File: src/rtl/fp_pkg.sv
// Shared binary32 constants, converter state encoding and field packing helper.
// Latency: n/a (types, constants and a pure function only).
// Backpressure: n/a.
package fp_pkg;

  localparam int FP32_BIAS  = 127;
  localparam int FP32_EXP_W = 8;
  localparam int FP32_MAN_W = 23;

  typedef enum logic [1:0] {
    IDLE  = 2'd0,
    NORM  = 2'd1,
    ROUND = 2'd2,
    DONE  = 2'd3
  } conv_state_e;

  // Assemble {sign, exponent, mantissa} into a binary32 word.
  function automatic logic [31:0] fp32_pack(
    input logic                  sign,
    input logic [FP32_EXP_W-1:0] exp,
    input logic [FP32_MAN_W-1:0] man
  );
    return {sign, exp, man};
  endfunction

endpackage

File: src/rtl/fp_round_rne.sv
// Round-to-nearest-even on a normalized 23-bit mantissa with guard/sticky bits.
// Latency: purely combinational.
// Backpressure: none; the caller owns all handshaking.
module fp_round_rne
  import fp_pkg::*;
(
  input  logic [FP32_MAN_W-1:0] man,
  input  logic [FP32_EXP_W-1:0] exp,
  input  logic                  guard,
  input  logic                  sticky,
  output logic [FP32_MAN_W-1:0] man_r,
  output logic [FP32_EXP_W-1:0] exp_r,
  output logic                  inexact
);

  logic              round_up;
  logic [FP32_MAN_W:0] man_inc;

  // Increment on more-than-half, or on an exact tie when the mantissa is odd.
  // A carry out of the mantissa leaves it zero and bumps the exponent.
  always_comb begin
    round_up = guard & (sticky | man[0]);
    man_inc  = {1'b0, man} + {{FP32_MAN_W{1'b0}}, round_up};
    man_r    = man_inc[FP32_MAN_W-1:0];
    exp_r    = exp + {{(FP32_EXP_W-1){1'b0}}, man_inc[FP32_MAN_W]};
    inexact  = guard | sticky;
  end

endmodule

File: src/rtl/int_to_fp_converter.sv
// Converts a signed/unsigned 32-bit integer to IEEE-754 binary32 (RNE rounding).
// Latency: 1 cycle for zero, else 3 + NORM shift cycles from accept to out_valid.
// Backpressure: one transaction in flight; in_ready low until out_valid && out_ready.
module int_to_fp_converter
  import fp_pkg::*;
#(
  parameter int SHIFT_STEP = 1  // 1, 2, 4 or 8 bits per normalization cycle
) (
  input  logic        clk,
  input  logic        rst_n,
  input  logic        in_valid,
  output logic        in_ready,
  input  logic [31:0] in_data,
  input  logic        in_signed,
  output logic        out_valid,
  input  logic        out_ready,
  output logic [31:0] out_data,
  output logic        out_inexact
);

  // Exponent of a value whose leading one sits at bit 31.
  localparam logic [FP32_EXP_W-1:0] EXP_TOP = FP32_EXP_W'(FP32_BIAS + 31);
  localparam logic [4:0]            LZ_STEP = 5'(SHIFT_STEP);

  conv_state_e state, state_nxt;

  logic [31:0] mag;
  logic [4:0]  lz;
  logic        sign;

  logic        in_sign;
  logic [31:0] in_mag;
  logic        in_zero;

  logic [FP32_MAN_W-1:0] rnd_man_r;
  logic [FP32_EXP_W-1:0] rnd_exp;
  logic [FP32_EXP_W-1:0] rnd_exp_r;
  logic                  rnd_inexact;

  // Magnitude of the incoming operand; -0x80000000 naturally wraps to 0x80000000.
  always_comb begin
    in_sign = in_signed & in_data[31];
    in_mag  = in_sign ? (~in_data + 32'd1) : in_data;
    in_zero = (in_mag == 32'd0);
    rnd_exp = EXP_TOP - {3'b000, lz};
  end

  fp_round_rne u_round (
    .man     (mag[30:8]),
    .exp     (rnd_exp),
    .guard   (mag[7]),
    .sticky  (|mag[6:0]),
    .man_r   (rnd_man_r),
    .exp_r   (rnd_exp_r),
    .inexact (rnd_inexact)
  );

  // State register; reset abandons any conversion in flight.
  always_ff @(posedge clk or negedge rst_n) begin
    if (!rst_n) state <= IDLE;
    else        state <= state_nxt;
  end

  // Next-state and handshake outputs.
  always_comb begin
    state_nxt = state;
    in_ready  = 1'b0;
    out_valid = 1'b0;
    unique case (state)
      IDLE: begin
        in_ready = 1'b1;
        if (in_valid) state_nxt = in_zero ? DONE : NORM;
      end
      NORM: begin
        if (mag[31]) state_nxt = ROUND;
      end
      ROUND: begin
        state_nxt = DONE;
      end
      DONE: begin
        out_valid = 1'b1;
        if (out_ready) state_nxt = IDLE;
      end
      default: state_nxt = IDLE;
    endcase
  end

  // Datapath: capture on accept, shift toward bit 31 in NORM, register the
  // rounded result in ROUND. Results hold until the next conversion lands.
  always_ff @(posedge clk or negedge rst_n) begin
    if (!rst_n) begin
      mag         <= 32'd0;
      lz          <= 5'd0;
      sign        <= 1'b0;
      out_data    <= 32'd0;
      out_inexact <= 1'b0;
    end else begin
      unique case (state)
        IDLE: begin
          if (in_valid) begin
            sign <= in_sign;
            mag  <= in_mag;
            lz   <= 5'd0;
            if (in_zero) begin
              out_data    <= 32'd0;
              out_inexact <= 1'b0;
            end
          end
        end
        NORM: begin
          if (!mag[31]) begin
            // A full step is only taken when all its bits are zero, so the
            // leading one can never be shifted past bit 31.
            if (mag[31 -: SHIFT_STEP] == '0) begin
              mag <= mag << SHIFT_STEP;
              lz  <= lz + LZ_STEP;
            end else begin
              mag <= mag << 1;
              lz  <= lz + 5'd1;
            end
          end
        end
        ROUND: begin
          out_data    <= fp32_pack(sign, rnd_exp_r, rnd_man_r);
          out_inexact <= rnd_inexact;
        end
        default: ;
      endcase
    end
  end

endmodule

File: config.mk
export PLATFORM = sky130hd
export DESIGN_NAME = int_to_fp_converter
export DESIGN_NICKNAME = d
export VERILOG_FILES = /design/src/rtl/fp_pkg.sv /design/src/rtl/fp_round_rne.sv /design/src/rtl/int_to_fp_converter.sv
export SDC_FILE = /design/constraint.sdc
export NUM_CORES = 1
export LEC_CHECK = 0
export ABC_AREA = 1
export ABC_CLOCK_PERIOD_IN_PS = 2200
export CORE_MARGIN = 2
export CORE_UTILIZATION = 52
export CTS_BUF_LIST = sky130_fd_sc_hd__clkbuf_4
export DETAILED_ROUTE_END_ITERATION = 6
export PLACE_DENSITY = 0.8
export SYNTH_ARGS = -nofsm -noshare
export SYNTH_HDL_FRONTEND = slang
export SYNTH_SLANG_ARGS = --single-unit
File: constraint.sdc
create_clock -name clk -period 2.2 [get_ports clk]
set_input_delay 0.22 -clock clk [delete_from_list [all_inputs] [get_ports clk]]
set_output_delay 0.22 -clock clk [all_outputs]
set_load 0.005 [all_outputs]
==> impl_results.md <==
- Outcome: complete, but fails checks
- Total GRT Usage: 30.7%
- Largest net degree at the start of global routing: 51
- FF+latch count, synth: 73
- Yosys cell types: 37
- Fraction of layout cells with a size suffix above 1: 27.7%
- Power per cell area: 1010 nW/um^2
- Max Root-Sink Buffers: 2
- Reg area: 1830 sq um
- Max-slew violations: 0
- Worst Setup Start Kind: flip-flop
- Die ar.: 10,600 sq um
- Vias: 6,366
- DP HPWL: 12.0 mm
- Port Buffers: 71
- Synth Net Count: 836
- Min cycle time layout: 2360 ps
- Post-synth top area cell: dfrtp_1
- Nets: 1,062
- Power Total: 7.87 mW
- Fin cells: 1,154
- Multi-input combinational cell area: 3190 sq um
- Placed Cells: 1,116
- Diode count: 0
- WS Path Type: flip-flop to flip-flop
- Top cells by area, synth: dfrtp_1, nand2_1, nand3_1, nor2_1, inv_1
- Worst vdd ir: 0.665 mV
- Vias/cell: 5.52
- Max-cap violations: 0
- Final ANT Viol Nets: 0
- Slew @ Worst Pin: 581 ps
- CP max FO: 2
- Max-Slew Margin vs Limit: 61.2%
- WP data arrival: 2710 ps
- CTS H-tree lvls: 3
- Hold Path Class: input port to flip-flop
- Setup ws final: -161 ps
- Clock Skews: 11.6 ps
- Drt wl/cell: 15.6 microns
- First-pass GRT wire length: 25.6 mm
- Post-Synthesis Mean Instance Area: 6.45 sq um
- Core Footprint: 9640 sq um
- Row count: 36
- FMAX: 423 MHz
- Synth-to-layout area growth: 53.1%
- Yosys warns: 0
- Final Wtd Congestion: 0.890
- CTS buffer count: 9
- Initial DRC Count: 574
- Die width: 103 microns
- Synth top area share: 35.8%
- Final wirelength: 18.0 mm
- Die Y: 103 microns
- Mapped Area: 5100 sq um
- CP Data Required Time: 2550 ps
- Post-synthesis sequential area ratio: 35.8%
- Initial Utilization: 52.9%
- Worst Setup End Kind: flip-flop
- CTS tree: done
- I/O Pins: 72
- Fin crit share: 107%
- Leakage: 4.03 nW
- Worst-Skew Late Latency: 450 ps
- Overflow after GRT: 0
- CTS clk-pin slew, worst paths: 110 ps
- Synth Instances: 790
- Initial antenna violation count: 0
- Final core occ: 81.0%
- Vias in the first global route: 5,775
- # fillers: 637
- Unrepaired setup endpoints after global routing: yes
- Clock sinks: 73
- Hold Fails Final Rpt: 0
- Final setup viols: 30
- # DRC: 1
- CTS Root Cell: clkbuf_4
- Failing checks: DRC, setup timing
- Drt first pass iters: 7
path summary, 6_finish.rpt:
path	to	startpoint	slack, ps	cells after the start
max	out_data[27]$_DFFE_PN0P_	mag[14]$_DFFE_PN0P_	-160	14
min	mag[1]$_DFFE_PN0P_	in_data[1]	280	5
max reg2reg	out_data[27]$_DFFE_PN0P_	mag[14]$_DFFE_PN0P_	-160	14
min reg2reg	out_data[18]$_DFFE_PN0P_	out_data[18]$_DFFE_PN0P_	520	2
max in group asynchronous	mag[24]$_DFFE_PN0P_	rst_n	1250	3
min in group asynchronous	out_data[2]$_DFFE_PN0P_	rst_n	300	2
critical path, stage by stage, from the launching register on:
cell and delay, ps:
dfrtp_1 390, inv_2 60, nor4_4 280, nand4_1 210
nor4_2 250, nand3_1 140, ha_2 220, ha_4 170
nand2_4 60, nor2_2 40, inv_2 60, nor3_2 40
o21bai_1 210, nand2_1 90, nand2_1 50
cells by family (layout without fill, tap and decap cells):
family | Yosys count | count (layout) | share of synthesized area [%]
AOI/OAI and AO/OA | 107 | 107 | 11.9
xor gates and xnor gates | 5 | 5 | 0.859
adders and majority gates | 9 | 9 | 2.21
buffers and inverters | 105 | 336 | 8.44
DFF | 73 | 73 | 35.8
and+or+nand+nor | 491 | 491 | 40.7
registers in the layout, indices dropped and copies added (netlist names):
signal / count
lz: 5
mag: 32
out_data: 32
out_inexact: 1
sign: 1
state: 2
repair_timing:
item	in CTS	in global routing
hold buffers	1	0
endpoints found under the hold margin	23	0
pin swaps	15	36
endpoints found under the setup margin	33	43
buffers inserted	6	12
cloned	2	4
resized for setup	38	88
metal layers:
metal,up-vias,global-route usage [%],part of all wire [%]
met4,0,14.6,4.6
li1,3013,-,-
met5,-,0,0
met3,79,4.47,5.5
met2,321,55.3,51
met1,2953,35.7,39
Yosys cell counts:
cell type  instances
nor2_1           102
inv_1             75
o21bai_1           1
o21ai_1            1
nor3b_1            1
o22ai_1            3
a21oi_1           46
nand2_4            2
nand4_1            7
xnor2_1            2
a2bb2oi_1          1
nand2_2            4
nand2_1          264
a32o_1             1
dfrtp_1           73
a211oi_1           1
clkinv_1           1
or2_2              2
o221ai_1           2
nor2_2             3
nand4_4            1
buf_6              3
xor2_1             3
buf_4              2
clkbuf_1          17
inv_2              2
o21ai_0           32
a22oi_1           17
ha_1               9
nand3b_1           4
nor2_4             2
a31oi_1            1
nor3_1            16
nor4_1             3
o21a_1             1
nand3_1           80
buf_2              5
area by class of cell:
type | count | share of cell area [%]
Clock buffer | 11 | 1.06
Tap cell | 133 | 2.13
Multi-Input combinational cell | 612 | 40.9
Timing Repair Buffer | 242 | 28.0
Clock inverter | 5 | 0.593
Sequential cell | 73 | 23.4
Inverter | 78 | 3.90
cells in the final DEF (no fill, tap or decap), types with 4 or more instances in the layout:
cell | synthesis | layout
nand3b_1 | 4 | 4
clkbuf_4 | 0 | 11
clkinv_1 | 1 | 4
nand2_2 | 4 | 32
nor2_4 | 2 | 6
inv_2 | 2 | 8
dfrtp_1 | 73 | 73
buf_12 | 0 | 7
nor2_1 | 102 | 82
nand4_1 | 7 | 7
nor3_1 | 16 | 13
nand2_4 | 2 | 11
nand3_1 | 80 | 76
clkdlybuf4s50_1 | 0 | 67
a21oi_1 | 46 | 45
nor2_2 | 3 | 19
inv_1 | 75 | 66
o21ai_0 | 32 | 26
nand2_1 | 264 | 226
buf_4 | 2 | 155
o21ai_1 | 1 | 7
a22oi_1 | 17 | 17
ha_1 | 9 | 4
per-stage QoR:
stage / area [sq um] / hold slack [ps] / setup WS [ps] / TNS, ps
finish: 7800 / 281 / -161 / -2070
global placement: 7030 / 229 / -367 / -12120
global route: 7800 / 296 / -323 / -4690
CTS: 7390 / 306 / -159 / -461
floorplan: 5110 / -75.6 / 9.95 / 0
detailed placement: 7030 / 237 / -419 / -13390
power by group:
| group | leakage, nW | internal (mW) | total, mW | switching [mW] |
|---|---|---|---|---|
| Sequential | 0.937 | 1.88 | 2.30 | 0.418 |
| Combinational | 3.02 | 2.20 | 4.74 | 2.54 |
| Clock | 0.0734 | 0.360 | 0.827 | 0.468 |
| Total | 4.03 | 4.44 | 7.87 | 3.42 |
No activity file was read; power rests on OpenSTA's default activity.
